### src/rtl/tile_pkg.sv
`default_nettype none
// +----------------------------------------------------------------------+
// | Module   : tile_pkg                                                  |
// | Purpose  : Shared types and constants for the piano-tiles note       |
// |            sequencer: FSM state encoding, control keycodes, default  |
// |            lane keymap and the scroll speed ceiling.                 |
// | Revision : 1.0  initial release                                      |
// +----------------------------------------------------------------------+
package tile_pkg;

   typedef enum logic [2:0] {
      S_IDLE   = 3'd0,
      S_PAUSE  = 3'd1,
      S_SPAWN  = 3'd2,
      S_CHECK  = 3'd3,
      S_FINISH = 3'd4
   } seq_state_t;

   localparam logic [7:0]  START_KEY      = 8'h2C;
   localparam logic [7:0]  ABORT_KEY      = 8'h29;
   // Lane 0 key in the low byte: lane0=04, lane1=16, lane2=07, lane3=09.
   localparam logic [31:0] DEFAULT_KEYMAP = {8'h09, 8'h07, 8'h16, 8'h04};
   localparam logic [3:0]  SPEED_MAX      = 4'd15;

endpackage : tile_pkg
`default_nettype wire

### src/rtl/lane_key_decoder.sv
`default_nettype none
// +----------------------------------------------------------------------+
// | Module   : lane_key_decoder                                          |
// | Purpose  : Registers, per lane, whether the current keycode matches  |
// |            that lane's key. Lanes sharing a key all assert.          |
// | Ports    : Clk, Reset (sync, active-high), keycode[7:0] in;          |
// |            kill[LANES-1:0] out (registered level, 1-cycle lag).      |
// | Revision : 1.0  initial release                                      |
// +----------------------------------------------------------------------+
module lane_key_decoder
   import tile_pkg::*;
#(
   parameter int                 LANES  = 4,
   parameter logic [8*LANES-1:0] KEYMAP = DEFAULT_KEYMAP
) (
   input  logic             Clk,
   input  logic             Reset,
   input  logic [7:0]       keycode,
   output logic [LANES-1:0] kill
);

   logic [LANES-1:0] kill_d;
   logic [LANES-1:0] kill_q;

   for (genvar i = 0; i < LANES; i++) begin : g_lane
      assign kill_d[i] = (keycode == KEYMAP[8*i +: 8]);
   end

   always_ff @(posedge Clk) begin
      if (Reset) begin
         kill_q <= '0;
      end else begin
         kill_q <= kill_d;
      end
   end

   assign kill = kill_q;

endmodule : lane_key_decoder
`default_nettype wire

### src/rtl/tile_sequencer.sv
`default_nettype none
// +----------------------------------------------------------------------+
// | Module   : tile_sequencer                                            |
// | Purpose  : Piano-tiles note sequencer. On the start key it emits     |
// |            NOTE_COUNT one-hot spawn pulses separated by a pause that |
// |            shrinks per note, tracks song progress and scroll speed,  |
// |            and decodes lane keys into kill levels.                   |
// | Ports    : Clk, Reset (sync, active-high), keycode[7:0],             |
// |            randVal[LANE_W*NOTE_COUNT-1:0] in;                        |
// |            spawn[LANES-1:0], kill[LANES-1:0], speed[3:0],            |
// |            note_idx[7:0], busy, done out.                            |
// | Options  : TILE_SEQ_NOREPEAT_EN - when defined, a lane equal to the  |
// |            previous spawn's lane is bumped to the next lane.         |
// | Revision : 1.0  initial release                                      |
// +----------------------------------------------------------------------+
module tile_sequencer
   import tile_pkg::*;
#(
   parameter int                 LANES        = 4,
   parameter int                 NOTE_COUNT   = 20,
   parameter int                 PAUSE_CYCLES = 8,
   parameter int                 PAUSE_STEP   = 0,
   parameter int                 PAUSE_MIN    = 1,
   parameter logic [8*LANES-1:0] KEYMAP       = DEFAULT_KEYMAP
) (
   input  logic                                   Clk,
   input  logic                                   Reset,
   input  logic [7:0]                             keycode,
   input  logic [$clog2(LANES)*NOTE_COUNT-1:0]    randVal,
   output logic [LANES-1:0]                       spawn,
   output logic [LANES-1:0]                       kill,
   output logic [3:0]                             speed,
   output logic [7:0]                             note_idx,
   output logic                                   busy,
   output logic                                   done
);

   localparam int LANE_W = $clog2(LANES);
   localparam int RV_W   = LANE_W * NOTE_COUNT;
   // Counter holds pause_len-1; the longest pause is PAUSE_CYCLES.
   localparam int CNT_W  = (PAUSE_CYCLES > 2) ? $clog2(PAUSE_CYCLES) : 1;

   seq_state_t        state_q, state_d;
   logic [CNT_W-1:0]  cnt_q, cnt_d;
   logic [7:0]        note_idx_q, note_idx_d;
   logic [3:0]        speed_q, speed_d;

   logic              w_start;
   logic              w_abort;
   logic [RV_W-1:0]   w_rv_shift;
   logic [LANE_W-1:0] w_draw;
   logic [LANE_W-1:0] w_lane;
   logic [7:0]        w_speed_raw;

   // Pause length minus one for the given number of spawned notes. The
   // reduction is done in signed int so a large step clamps to the floor
   // instead of wrapping.
   function automatic logic [CNT_W-1:0] pause_load(input logic [7:0] idx);
      int v;
      v = PAUSE_CYCLES - int'(idx) * PAUSE_STEP;
      if (v < PAUSE_MIN) begin
         v = PAUSE_MIN;
      end
      return CNT_W'(v - 1);
   endfunction

   assign w_start = (state_q == S_IDLE) && (keycode == START_KEY);
   assign w_abort = (state_q != S_IDLE) && (keycode == ABORT_KEY);

   // A shift rather than an indexed part-select keeps out-of-range indices
   // (note_idx == NOTE_COUNT outside SPAWN) well defined.
   assign w_rv_shift = randVal >> (LANE_W * int'(note_idx_q));
   assign w_draw     = w_rv_shift[LANE_W-1:0];

`ifdef TILE_SEQ_NOREPEAT_EN
   logic [LANE_W-1:0] prev_lane_q;

   // The first note of a song is never bumped; LANES is a power of two so
   // the increment wraps naturally.
   assign w_lane = ((note_idx_q != 8'd0) && (w_draw == prev_lane_q))
                   ? (w_draw + LANE_W'(1)) : w_draw;

   always_ff @(posedge Clk) begin
      if (Reset) begin
         prev_lane_q <= '0;
      end else if (w_start) begin
         prev_lane_q <= '0;
      end else if (state_q == S_SPAWN) begin
         prev_lane_q <= w_lane;
      end
   end
`else
   assign w_lane = w_draw;
`endif

   always_comb begin
      state_d    = state_q;
      cnt_d      = cnt_q;
      note_idx_d = note_idx_q;
      spawn      = '0;
      busy       = 1'b0;
      done       = 1'b0;

      case (state_q)
         S_IDLE: begin
            if (w_start) begin
               state_d    = S_PAUSE;
               note_idx_d = 8'd0;
               cnt_d      = pause_load(8'd0);
            end
         end
         S_PAUSE: begin
            busy = 1'b1;
            if (cnt_q == '0) begin
               state_d = S_SPAWN;
            end else begin
               cnt_d = cnt_q - CNT_W'(1);
            end
         end
         S_SPAWN: begin
            busy          = 1'b1;
            spawn[w_lane] = 1'b1;
            note_idx_d    = note_idx_q + 8'd1;
            state_d       = S_CHECK;
         end
         S_CHECK: begin
            busy = 1'b1;
            if (note_idx_q == 8'(NOTE_COUNT)) begin
               state_d = S_FINISH;
            end else begin
               state_d = S_PAUSE;
               cnt_d   = pause_load(note_idx_q);
            end
         end
         S_FINISH: begin
            done    = 1'b1;
            state_d = S_IDLE;
         end
         default: begin
            state_d = S_IDLE;
         end
      endcase

      // Abort wins over every other transition; note_idx keeps whatever the
      // current cycle produced (including a spawn already underway).
      if (w_abort) begin
         state_d = S_IDLE;
      end
   end

   // Speed tracks the registered note count, so it trails it by a cycle.
   assign w_speed_raw = 8'd1 + {1'b0, note_idx_q[7:1]};
   assign speed_d     = (w_speed_raw > {4'd0, SPEED_MAX}) ? SPEED_MAX
                                                          : w_speed_raw[3:0];

   always_ff @(posedge Clk) begin
      if (Reset) begin
         state_q    <= S_IDLE;
         cnt_q      <= '0;
         note_idx_q <= 8'd0;
         speed_q    <= 4'd1;
      end else begin
         state_q    <= state_d;
         cnt_q      <= cnt_d;
         note_idx_q <= note_idx_d;
         speed_q    <= speed_d;
      end
   end

   lane_key_decoder #(
      .LANES  (LANES),
      .KEYMAP (KEYMAP)
   ) u_keys (
      .Clk     (Clk),
      .Reset   (Reset),
      .keycode (keycode),
      .kill    (kill)
   );

   assign note_idx = note_idx_q;
   assign speed    = speed_q;

endmodule : tile_sequencer
`default_nettype wire

### config.mk
export PLATFORM = sky130hd
export DESIGN_NAME = tile_sequencer
export DESIGN_NICKNAME = d
export VERILOG_FILES = /design/src/rtl/tile_pkg.sv /design/src/rtl/lane_key_decoder.sv /design/src/rtl/tile_sequencer.sv
export SDC_FILE = /design/constraint.sdc
export NUM_CORES = 1
export LEC_CHECK = 0
export BUFFER_PORTS_ARGS = -buffer_cell sky130_fd_sc_hd__buf_2
export CORE_UTILIZATION = 36
export DETAILED_ROUTE_END_ITERATION = 8
export GPL_ROUTABILITY_DRIVEN = 0
export PLACE_DENSITY_LB_ADDON = 0.12
export SYNTH_ARGS = -nofsm -noshare
export SYNTH_HDL_FRONTEND = slang
export SYNTH_SLANG_ARGS = --single-unit
### constraint.sdc
create_clock -name Clk -period 2.4 [get_ports Clk]
set_input_delay 0.24 -clock Clk [delete_from_list [all_inputs] [get_ports Clk]]
set_output_delay 0.24 -clock Clk [all_outputs]
set_load 0.005 [all_outputs]
==> flow_summary.yaml <==
run_status:
  status: "finished with violations"
  violations: "DRC"
logic_synthesis:
  ys_warn_count: 0
  synth_edf_count: 0
  syn_area_sq_mm: 0.001734
  syn_nets: 265
  ys_top_cells_by_area: "dfxtp_1 (25%), mux2i_1 (9.2%), mux4_2 (7.8%)"
  yosysTopAreaCellShare_pct: 25.40
  synth_ff_type: "dfxtp_1"
  ys_async_sr_fraction_pct: 0
  synthTopCellsByCount: "dfxtp_1 (22), nor2_1 (19), mux2i_1 (16)"
  yosysTopAreaCell: "dfxtp_1"
  yosysMostFrequentCell: "dfxtp_1"
  netlist_instances: 209
  yosysSeqAreaShare_pct: 25.40
  ys_ff_latch: 22
  synth_cell_types: 48
  avgSynthCellArea_sq_um: 8.297
timing:
  clock.fmax_ghz: 0.4302
  hold_viol_final: 0
  drv_slew: 0
  fin_crit_ns: 2.325
  grt_setup_unrepaired: "no"
  tightest_slew_ns: 0.5446
  finalSetupViolCount: 0
  slew_headroom_pct: 63.45
  skew_ns: 0.004492
  setup_tns_ns: 0
  post-route-period-util_pct: 96.85
finish:
  postLayoutCoreUtil_pct: 49.69
  instances_no_fill: 329
  nets: 334
  seq_area_sq_um: 447.9
  antennaDiodeCount: 0
  multi_input_area_sq_mm: 0.001197
  fillerInstances: 472
  design_area_sq_mm: 0.002238
  area_delta_synth_final_pct: 29.08
  drive_gt1_share_pct: 37.55
floorplanning:
  initial_core_util_pct: 38.50
  rows: 24
  coreArea_sq_mm: 0.004504
  num_io_pins: 72
  fp.dieW_um: 71.41
  die_area_sq_mm: 0.005099
  die-height_um: 71.41
grt:
  grt_usage_pct: 19.22
  antenna_found_initial: 0
  grt_pass1_wl_um: 7838
  first_global_vias: 1673
  overflow: 0
  grt_max_degree: 25
clocking:
  cts_root_buf: "clkbuf_8"
  clk_latency_ns: 0.26
  numCtsBuffers: 3
  cts_tree: "yes"
  path_clk_slew_ns: 0.08
  htree_levels: 1
  cts.sinks: 22
  clk_path_buf_depth: 2
pwr:
  combPwrFrac_pct: 23.1
  switchingPower_uw: 222.4
  vdd_drop_max_v: 0.0002068
  total_leakage_power_nw: 0.9168
  p_per_area_mw_per_mm2: 374.8
  p_sw_share_pct: 26.51
  pwr-share-clk_pct: 31.6
  fin_total_pwr_uw: 839.0
  power_frac_seq_pct: 45.3
  p_int_uw: 616.6
setup_path:
  endpoint_kind: "output port"
  worstPathArrival_ns: 2.08
  critPathKind: "reg2out"
  critPathRequiredTime_ns: 2.16
  critPathMaxFanout: 6
  startpoint_type: "flop"
min_path:
  hold_class: "in2reg"
detailed_routing:
  vias: 1812
  wl_met2_um: 2201
  drtIter0Drc: 90
  viasPerCell: 5.508
  wl_per_cell_um: 14.24
  drtAntennaViolNets: 0
  dr.pass1.iters: 6
  m1WireLength_um: 2178
  highest_layer: "met4"
  drc: 5
  wl_met3_um: 278
  routed_wl_um: 4685
place:
  dp_hpwl_um: 3550
  placed_cell_area_sq_mm: 0.002133
  portBuffers: 71
  place_inst: 323
run:
  maxCapViolCount: 0
-- routing by layer --
layer	GRT usage, %	vias up
li1	-	910
met4	3.333	0
met3	4.219	4
met5	0	-
met2	31.75	53
met1	26.11	845
-- power groups by stage --
stage	Combinational (mW)	Clock [mW]	Sequential, mW
floorplan	0.121	0	0.383
global route	0.215	0.297	0.383
global placement	0.192	0	0.389
CTS	0.193	0.280	0.381
detailed placement	0.192	0	0.389
finish	0.194	0.265	0.380
-- layout make-up --
cell class | count | area share [%]
clock buffers | 4 | 2.459
inverters | 7 | 1.174
multi-input cells | 163 | 53.49
flip-flops and latches | 22 | 20.01
well taps | 52 | 2.907
repair buffers | 81 | 19.96
-- cells by family after synthesis --
| family | share of synthesized area [%] |
|---|---|
| mux | 18.33 |
| simple gates | 29.51 |
| flops | 25.40 |
| compound gates | 15.22 |
| buf+inv | 6.205 |
| fa+ha+maj | 4.329 |
| xor+xnor | 1.010 |
-- path summary, 6_finish.rpt --
kind | start | endpoint | slack, ns | cells after the start
max reg2reg | note_idx[2] | speed[0] | 0.45 | 6
max | note_idx[5] | spawn[3] | 0.08 | 6
min reg2reg | cnt_q[0] | cnt_q[0] | 0.48 | 1
min | keycode[0] | u_keys.kill[1] | 0.19 | 2
-- placed cells by master, fill, tap and decap left out, types with 3 or more instances in the layout --
| cell | count |
|---|---|
| buf_2 | 71 |
| nor2_1 | 19 |
| dfxtp_1 | 18 |
| mux2i_1 | 16 |
| a21oi_1 | 13 |
| nand2_1 | 11 |
| nand3_1 | 10 |
| nor2b_1 | 10 |
| nor3_1 | 9 |
| buf_4 | 8 |
| inv_1 | 7 |
| nand3b_1 | 6 |
| mux4_2 | 6 |
| a211oi_1 | 6 |
| o21ai_0 | 6 |
| ha_1 | 6 |
| clkbuf_8 | 4 |
| and3_1 | 3 |
| a2111oi_0 | 3 |
| nor4b_1 | 3 |
| or4_1 | 3 |
| dfxtp_2 | 3 |
-- registers in the layout (all words and copies together), names as in the netlist --
| name | flops |
|---|---|
| u_keys.kill | 4 |
| speed | 4 |
| state_q | 3 |
| cnt_q | 3 |
| note_idx | 8 |
-- timing repair --
action / in CTS / in global routing
endpoints found under the setup margin: 4 / 4
pin swaps: 0 / 1
hold buffers: 0 / 0
setup buffers: 0 / 2
hold endpoints to repair: 0 / 0
gates resized for setup: 2 / 9
-- metrics by stage --
step	hold slack, ns	worst slack (ns)
floorplan	0.3163	0.3769
global placement	0.4533	0.2683
detailed placement	0.4560	0.2739
CTS	0.1819	0.01706
global route	0.1931	0.0003069
finish	0.1925	0.07549
-- critical path, stage by stage, from the launching register on --
cell and delay (ns):
dfxtp_4 0.36, or4_4 0.54, or4b_4 0.54, nor2_2 0.10
a221oi_2 0.05, nor2b_1 0.12, buf_2 0.11
Note: power is estimated with default switching activity, not from simulation.
